--- src/rtl/fp64_add_arbiter.sv ---
// fp64_add_arbiter
// Round-robin arbiter and sequencer that shares one external combinational
// fp64 adder among NUM_REQ requesters. One operand pair is accepted per
// grant, registered onto the adder, the sum is captured one cycle later and
// returned on a single response port tagged with the requester index.
//
// State table:
//   IDLE | no operation in flight, may grant
//   EXEC | operands on add_a_o/add_b_o, add_s_i settling
//   RESP | rsp_valid_o high, waiting for rsp_ready_i (may grant on accept)
//
// Ports:
//   clk, rst_n           clock, asynchronous active-low reset
//   req_valid_i          per-requester operand valid
//   req_a_i, req_b_i     packed operands, requester i at [64i+63:64i]
//   req_ready_o          one-hot grant
//   add_a_o, add_b_o     registered operands to the external adder
//   add_s_i              combinational sum from the external adder
//   rsp_valid_o, rsp_data_o, rsp_id_o, rsp_ready_i   response handshake
//   busy_o               high in EXEC or RESP
//   op_count_o           number of completed response handshakes
module fp64_add_arbiter #(
    parameter int NUM_REQ = 4,
    parameter int ID_W    = 2,
    parameter int CNT_W   = 32
) (
    input  logic                   clk,
    input  logic                   rst_n,
    input  logic [NUM_REQ-1:0]     req_valid_i,
    input  logic [64*NUM_REQ-1:0]  req_a_i,
    input  logic [64*NUM_REQ-1:0]  req_b_i,
    output logic [NUM_REQ-1:0]     req_ready_o,
    output logic [63:0]            add_a_o,
    output logic [63:0]            add_b_o,
    input  logic [63:0]            add_s_i,
    output logic                   rsp_valid_o,
    output logic [63:0]            rsp_data_o,
    output logic [ID_W-1:0]        rsp_id_o,
    input  logic                   rsp_ready_i,
    output logic                   busy_o,
    output logic [CNT_W-1:0]       op_count_o
);

    typedef enum logic [1:0] {
        IDLE = 2'd0,
        EXEC = 2'd1,
        RESP = 2'd2
    } state_e;

    state_e            state_q, state_d;
    logic [ID_W-1:0]   rr_ptr_q;
    logic [ID_W-1:0]   tag_q;
    logic [63:0]       add_a_q, add_b_q;
    logic              rsp_valid_q;
    logic [63:0]       rsp_data_q;
    logic [ID_W-1:0]   rsp_id_q;
    logic [CNT_W-1:0]  op_count_q;

    logic              can_grant;
    logic              gnt_found;
    logic [ID_W-1:0]   gnt_idx;
    logic              grant;

    // Search from rr_ptr+1 upward; walking the offsets from farthest to
    // nearest lets the closest valid requester win by overwriting.
    always_comb begin
        gnt_found = 1'b0;
        gnt_idx   = '0;
        for (int k = NUM_REQ; k >= 1; k--) begin
            if (req_valid_i[(int'(rr_ptr_q) + k) % NUM_REQ]) begin
                gnt_found = 1'b1;
                gnt_idx   = ID_W'((int'(rr_ptr_q) + k) % NUM_REQ);
            end
        end
    end

    assign can_grant = (state_q == IDLE) || ((state_q == RESP) && rsp_ready_i);
    assign grant     = can_grant && gnt_found;

    always_ff @(posedge clk or negedge rst_n) begin
        if (!rst_n) begin
            state_q <= IDLE;
        end else begin
            state_q <= state_d;
        end
    end

    always_comb begin
        state_d = state_q;
        case (state_q)
            IDLE:    if (grant) state_d = EXEC;
            EXEC:    state_d = RESP;
            RESP:    if (rsp_ready_i) state_d = grant ? EXEC : IDLE;
            default: state_d = IDLE;
        endcase
    end

    always_comb begin
        req_ready_o = '0;
        if (grant) begin
            req_ready_o = NUM_REQ'(1) << gnt_idx;
        end
        busy_o = (state_q != IDLE);
    end

    // Pointer resets to the last requester so requester 0 is searched first.
    always_ff @(posedge clk or negedge rst_n) begin
        if (!rst_n) begin
            rr_ptr_q    <= ID_W'(NUM_REQ - 1);
            tag_q       <= '0;
            add_a_q     <= '0;
            add_b_q     <= '0;
            rsp_valid_q <= 1'b0;
            rsp_data_q  <= '0;
            rsp_id_q    <= '0;
            op_count_q  <= '0;
        end else begin
            if (grant) begin
                add_a_q  <= req_a_i[64*gnt_idx +: 64];
                add_b_q  <= req_b_i[64*gnt_idx +: 64];
                tag_q    <= gnt_idx;
                rr_ptr_q <= gnt_idx;
            end
            if (state_q == EXEC) begin
                rsp_data_q  <= add_s_i;
                rsp_id_q    <= tag_q;
                rsp_valid_q <= 1'b1;
            end else if ((state_q == RESP) && rsp_ready_i) begin
                rsp_valid_q <= 1'b0;
                op_count_q  <= op_count_q + CNT_W'(1);
            end
        end
    end

    assign add_a_o     = add_a_q;
    assign add_b_o     = add_b_q;
    assign rsp_valid_o = rsp_valid_q;
    assign rsp_data_o  = rsp_data_q;
    assign rsp_id_o    = rsp_id_q;
    assign op_count_o  = op_count_q;

endmodule
--- config.mk ---
export PLATFORM = sky130hd
export DESIGN_NAME = fp64_add_arbiter
export DESIGN_NICKNAME = d
export VERILOG_FILES = /design/src/rtl/fp64_add_arbiter.sv
export SDC_FILE = /design/constraint.sdc
export NUM_CORES = 1
export LEC_CHECK = 0
export CAP_MARGIN = 30
export CORE_AREA = 3 3 317 319
export CTS_CLUSTER_DIAMETER = 50
export DETAILED_ROUTE_END_ITERATION = 8
export DIE_AREA = 0 0 320 322
export PLACE_DENSITY = 0.34
export SETUP_SLACK_MARGIN = 0.1
export SLEW_MARGIN = 20
export SYNTH_ARGS = -nofsm -noshare
export SYNTH_HDL_FRONTEND = slang
export SYNTH_SLANG_ARGS = --single-unit
--- constraint.sdc ---
create_clock -name clk -period 2.85 [get_ports clk]
set_input_delay 0.57 -clock clk [delete_from_list [all_inputs] [get_ports clk]]
set_output_delay 0.57 -clock clk [all_outputs]
set_load 0.05 [all_outputs]
# ---- Yosys cells after proc, flatten, opt, wreduce, memory -nomap -nowiden
# Index checks and enable logic that the tools add are counted.
dict set report classes {
  n_lt_le_gt_ge 4
  reduce_logical 12
  n_eq_ne 4
  addsub 5
  shifts 3
  n_mux 27
  n_bitwise 5
}
# op count
set op_table {}
lappend op_table {{256-bit by 9-bit indexed part select with 64-bit output} 2}
lappend op_table {{32-bit by 1-bit adder with 32-bit output, second input constant} 1}
lappend op_table {{3-bit by 4-bit < comparator with 1-bit output, second input constant} 4}
lappend op_table {{1-bit two-way mux} 15}
lappend op_table {{2-bit two-way mux} 6}
lappend op_table {{1-bit binary-select mux with 2-bit select} 4}
lappend op_table {{2-bit OR reduction} 4}
lappend op_table {{2-bit one-hot mux with 3 select lines} 1}
lappend op_table {{2-bit by 1-bit adder with 2-bit output, second input constant} 2}
lappend op_table {{2-bit adder, second input constant} 2}
lappend op_table {{1-bit AND, first input constant} 4}
lappend op_table {{4-bit two-way mux} 1}
lappend op_table {{2-bit inequality test, second input constant} 2}
lappend op_table {{2-bit AND reduction} 2}
lappend op_table {{2-bit nonzero test} 2}
lappend op_table {{1-bit by 2-bit left shift with 4-bit output, first input constant} 1}
lappend op_table {{2-bit by 1-bit equality test with 1-bit output, second input constant} 1}
lappend op_table {{2-bit equality test, second input constant} 1}
lappend op_table {{1-bit logical AND} 2}
lappend op_table {{2-bit zero test} 1}
lappend op_table {{1-bit logical OR} 1}
lappend op_table {{1-bit NOT} 1}
dict set report word_totals {
  reg_bits 233
  word_cells 69
  inputBits 583
}

# ---- Logic depth before layout (Yosys ltp)
dict set report logic_depth {
  depth_word 14
  mapped_depth 9
}

# ---- Least setup slack after synthesis
# OpenSTA, ideal clock, no wires.
dict set report synth_path {
  path_type {input to output}
  from {input port req_valid_i[1]}
  to {output port req_ready_o[1]}
  required_ps 2280
  arrival_time_ps 2542
  stages 7
  path_buffers 3
  setup_slack_ps -262
  cell_sequence {nor2b_1 a21oi_2 o211a_1 buf_6 buf_6 buf_4 nor3_1}
}
dict set report synth_via {
  elab_chain_cells 9
}
# element line_no
set synth_lines {}
lappend synth_lines {{from (decl)} 29} ;# input logic [NUM_REQ-1:0] req_valid_i,
lappend synth_lines {{1-bit binary-select mux with 2-bit select} 70} ;# if (req_valid_i[(int'(rr_ptr_q) + k) % NUM_REQ]) begin
lappend synth_lines {{1-bit two-way mux (not written as such) (2 in a row)} 70}
lappend synth_lines {{2-bit two-way mux / 1-bit two-way mux (equally long branches) (4 in a row)} 70}
lappend synth_lines {{1-bit by 2-bit left shift with 4-bit output / 1-bit logical AND (equally long branches)} {101, 78}}
lappend synth_lines {{4-bit two-way mux *} 100} ;# if (grant) begin
lappend synth_lines {{to (decl)} 32} ;# output logic [NUM_REQ-1:0] req_ready_o,
# Every way passes the cells marked *; elsewhere a longest branch is shown, timed or not. The select of a mux whose other input is x is not followed.

# ---- Final worst setup path
dict set report layout_path {
  from {input port req_valid_i[3]}
  to {output port req_ready_o[3]}
}
# Same word-level chain as after synthesis.

==> impl_metrics.env <==
export IMPL_outcome="completed"
export IMPL_skew_ps=15.8
export IMPL_synthCells=1013
export IMPL_setup_slack_after_layout_ps=140
export IMPL_cts_htree_levels=2
export IMPL_finalWirelength_mm=69.5
export IMPL_placed_cell_area_sq_um=23100
export IMPL_std_cell_rows=115
export IMPL_syn_area_per_cell_sq_um=12.8
export IMPL_postRouteAntennaNets=0
export IMPL_drt_first_pass_iters=4
export IMPL_critical_path_slowest_cell="sky130_fd_sc_hd__clkdlybuf4s50_1"
export IMPL_clk_transition_reported_paths_ps=40
export IMPL_maxClockFrequency_mhz=369
export IMPL_via_count=12064
export IMPL_die_width_um=320
export IMPL_synthArstFlopShare_pct=100
export IMPL_vias_in_the_first_global_route=13275
export IMPL_cts_buffer_depth=3
export IMPL_place_port_buffers=814
export IMPL_root_buffer="sky130_fd_sc_hd__clkbuf_16"
export IMPL_critical_path_max_fanout=4
export IMPL_worstPathCellList="clkdlybuf4s50_1 > buf_4 > mux2i_1 > or2_1 > o211ai_1 > and3_4 > buf_12"
export IMPL_power_per_cell_area_nw_per_um2=1180
export IMPL_post_place_ws_ps=-116
export IMPL_gpl_final_weighted_congestion=0.840
export IMPL_power_share_clock_pct=21.3
export IMPL_synth_edf_count=0
export IMPL_max_cap_viol_count=0
export IMPL_synth_area_top_cells="sky130_fd_sc_hd__dfrtp_1 44%, sky130_fd_sc_hd__mux2i_1 20%, sky130_fd_sc_hd__a221oi_2 15%"
export IMPL_worst_slew_pin_transition_ps=651
export IMPL_detail_route_iter0_violations=371
export IMPL_period_needed_ps=2710
export IMPL_critPathRequiredTime_ps=2280
export IMPL_synthesis_area_sq_um=13000
export IMPL_p_seq_share_pct=19.2
export IMPL_setup_violations=0
export IMPL_dp_final_hpwl_mm=55.5
export IMPL_io_pin_count=815
export IMPL_filler_cell_count=10297
export IMPL_drv_slew=0
export IMPL_fp_dieH_um=322
export IMPL_worst_setup_path_start_kind="input pin"
export IMPL_grt_start_max_net_pins=77
export IMPL_period_share_pct=95.1
export IMPL_syn_warnings=0
export IMPL_postLayoutCellArea_sq_um=25200
export IMPL_place_detailed_instances=3122
export IMPL_power_combinational_fraction_pct=59.4
export IMPL_synth_area_leader="sky130_fd_sc_hd__dfrtp_1"
export IMPL_crit_cells=7
export IMPL_internal_power_uw=16000
export IMPL_first_pass_grt_wire_length_mm=96.9
export IMPL_drt_drc_violations_left=0
export IMPL_initial_antenna_violation_count=8
export IMPL_post_route_cells_drive_above_1_share_pct=21.0
export IMPL_static_leakage_power_uw=0.0103
export IMPL_core_area_sq_um=98100
export IMPL_viasPerCell=3.73
export IMPL_timing_reg2reg_worst_path_depth=8
export IMPL_clock_network_latency_to_the_later_pin_of_the_worst_skew_pair_ps=590
export IMPL_ir_drop_worst_case_vdd_v=0.000430
export IMPL_wp_data_arrival_ps=2140
export IMPL_switching_share_pct=46.3
export IMPL_cts_made_buffers=53
export IMPL_final_hold_viol_count=0
export IMPL_synth_lib_cells_used_distinct=41
export IMPL_holdCritPathClass="reg2reg"
export IMPL_synth_main_ff_cell="sky130_fd_sc_hd__dfrtp_1"
export IMPL_die_area_sq_um=103000
export IMPL_timing_setup_critical_path_class="in2out"
export IMPL_yosys_area_top_type_share_pct=44.4
export IMPL_critical_path_max_stage_delay_ps=490
export IMPL_total_number_of_clock_tree_sinks=233
export IMPL_ys_ff_latch=233
export IMPL_syn2layout_area_growth_pct=93.4
export IMPL_cts_tree="yes"
export IMPL_globalRoute_totalOverflow=0
export IMPL_worst_setup_path_end_kind="output port"
export IMPL_grt_setup_unrepaired="true"
export IMPL_switchingPower_uw=13800
export IMPL_holdPathStages=1
export IMPL_final_instance_count_excl_fill=3233
export IMPL_routed_wire_length_per_instance_um=21.5
export IMPL_slew_headroom_pct=56.5
export IMPL_fin_nets=2483
export IMPL_ys_seq_area_share_pct=44.9
export IMPL_start_util_pct=13.3
export IMPL_synthesis_nets=1597
export IMPL_critical_path_buf_inv_count=3
export IMPL_grt_util_all_layers_pct=12.9
export IMPL_worst_path_dominant_cell_family="buffers and inverters"
registers in the layout, summed over array words and instances (netlist names):
signal and cells:
state_q 2, rsp_valid_o 1, add_b_o 64, op_count_o 32, rsp_id_o 2, add_a_o 64
rsp_data_o 64, rr_ptr_q 2, tag_q 2
cell type report:
class | count | area (sq um) | area share (%)
repair buffers | 911 | 9250 | 36.8
multi-input cells | 695 | 6570 | 26.1
flip-flops and latches | 233 | 5830 | 23.2
well taps | 1287 | 1610 | 6.40
clock buffers | 70 | 1500 | 5.96
clock inverters | 29 | 359 | 1.43
inverters | 5 | 26.3 | 0.104
diodes | 3 | 7.51 | 0.0298
synth_stat cells (3+ instances only):
| library cell | n |
|---|---|
| sky130_fd_sc_hd__clkbuf_1 | 15 |
| sky130_fd_sc_hd__nand2_1 | 16 |
| sky130_fd_sc_hd__and3_1 | 8 |
| sky130_fd_sc_hd__dfrtp_1 | 231 |
| sky130_fd_sc_hd__and4_1 | 5 |
| sky130_fd_sc_hd__nor2b_1 | 3 |
| sky130_fd_sc_hd__buf_8 | 7 |
| sky130_fd_sc_hd__a221oi_2 | 128 |
| sky130_fd_sc_hd__xor2_1 | 6 |
| sky130_fd_sc_hd__xnor2_1 | 25 |
| sky130_fd_sc_hd__nand3_1 | 4 |
| sky130_fd_sc_hd__a21o_1 | 3 |
| sky130_fd_sc_hd__buf_6 | 27 |
| sky130_fd_sc_hd__nor2_1 | 137 |
| sky130_fd_sc_hd__a21oi_1 | 5 |
| sky130_fd_sc_hd__nand4_1 | 10 |
| sky130_fd_sc_hd__inv_1 | 4 |
| sky130_fd_sc_hd__mux2_2 | 67 |
| sky130_fd_sc_hd__and2_1 | 5 |
| sky130_fd_sc_hd__buf_2 | 19 |
| sky130_fd_sc_hd__mux2i_1 | 257 |
| sky130_fd_sc_hd__clkbuf_4 | 7 |
routing by layer:
metal | GRT usage [%] | wire (um)
met1 | 14.0 | 25600
met3 | 3.84 | 5030
met4 | 3.10 | 1220
met2 | 24.3 | 37700
met5 | 0 | 41
worst reg2reg max path: cells and delay by family (launching register included):
family	cells	cell delay, ps
AOI/OAI and AO/OA	2	300
buffers and inverters	5	830
DFF	1	560
and+or+nand+nor	1	490
power by group through the flow:
stage / Sequential, uW / Combinational, uW / Clock (uW)
after floorplan: 10500 / 6410 / 0
after global placement: 5790 / 17800 / 0
after detailed placement: 5810 / 17800 / 0
after CTS: 5770 / 18000 / 6630
after global routing: 5930 / 18600 / 6780
final: 5730 / 17700 / 6350
timing repair:
action | CTS | global route
gates resized for setup | 13 | 6
setup endpoints to repair | 4 | 4
buffers inserted | 6 | 2
hold buffers | 1 | 0
pin swaps | 5 | 4
hold endpoints to repair | 48 | 0
placed cells by master (no fill, tap or decap), types with 6 or more instances in the layout:
cell type / instances
sky130_fd_sc_hd__clkdlybuf4s50_1: 806
sky130_fd_sc_hd__mux2i_1: 257
sky130_fd_sc_hd__dfrtp_1: 230
sky130_fd_sc_hd__nor2_1: 135
sky130_fd_sc_hd__a221oi_2: 128
sky130_fd_sc_hd__buf_4: 68
sky130_fd_sc_hd__mux2_2: 67
sky130_fd_sc_hd__clkbuf_16: 53
sky130_fd_sc_hd__buf_12: 28
sky130_fd_sc_hd__xnor2_1: 25
sky130_fd_sc_hd__nand2_1: 15
sky130_fd_sc_hd__clkbuf_8: 11
sky130_fd_sc_hd__nand4_1: 10
sky130_fd_sc_hd__clkinv_2: 9
sky130_fd_sc_hd__and3_1: 6
sky130_fd_sc_hd__xor2_1: 6
sky130_fd_sc_hd__clkinvlp_4: 6
sky130_fd_sc_hd__clkbuf_1: 6
logic make-up after synthesis:
logic type               share of synthesized area, %
XOR/XNOR                                         2.09
AO/OA/AOI/OAI                                    15.5
buffers and inverters                            5.24
multiplexers                                     25.6
adder cells (fa/ha/maj)                        0.0962
flip-flops                                       44.9
AND/OR/NAND/NOR                                  6.62
path summary, 6_finish.rpt:
path,start,end,slack (ps)
max,req_valid_i[3],req_ready_o[3],140
min reg2reg,op_count_o[31],op_count_o[31],480
min in group asynchronous,rst_n,rsp_data_o[16],520
max in group asynchronous,rst_n,add_b_o[59],1540
min,op_count_o[31],op_count_o[31],480
max reg2reg,rr_ptr_q[1],add_b_o[44],510
through the flow:
stage | hold WS (ps) | TNS (ps) | total power (uW) | utilization (%)
after floorplan | 274 | 0 | 17000 | -
after global placement | 459 | -5980 | 23600 | 23.6
after detailed placement | 471 | -8940 | 23600 | 23.6
after CTS | 477 | 0 | 30400 | 25.6
after global routing | 483 | 0 | 31300 | 25.6
final | 477 | 0 | 29800 | 25.6
Note: power is estimated with default switching activity, not from simulation.
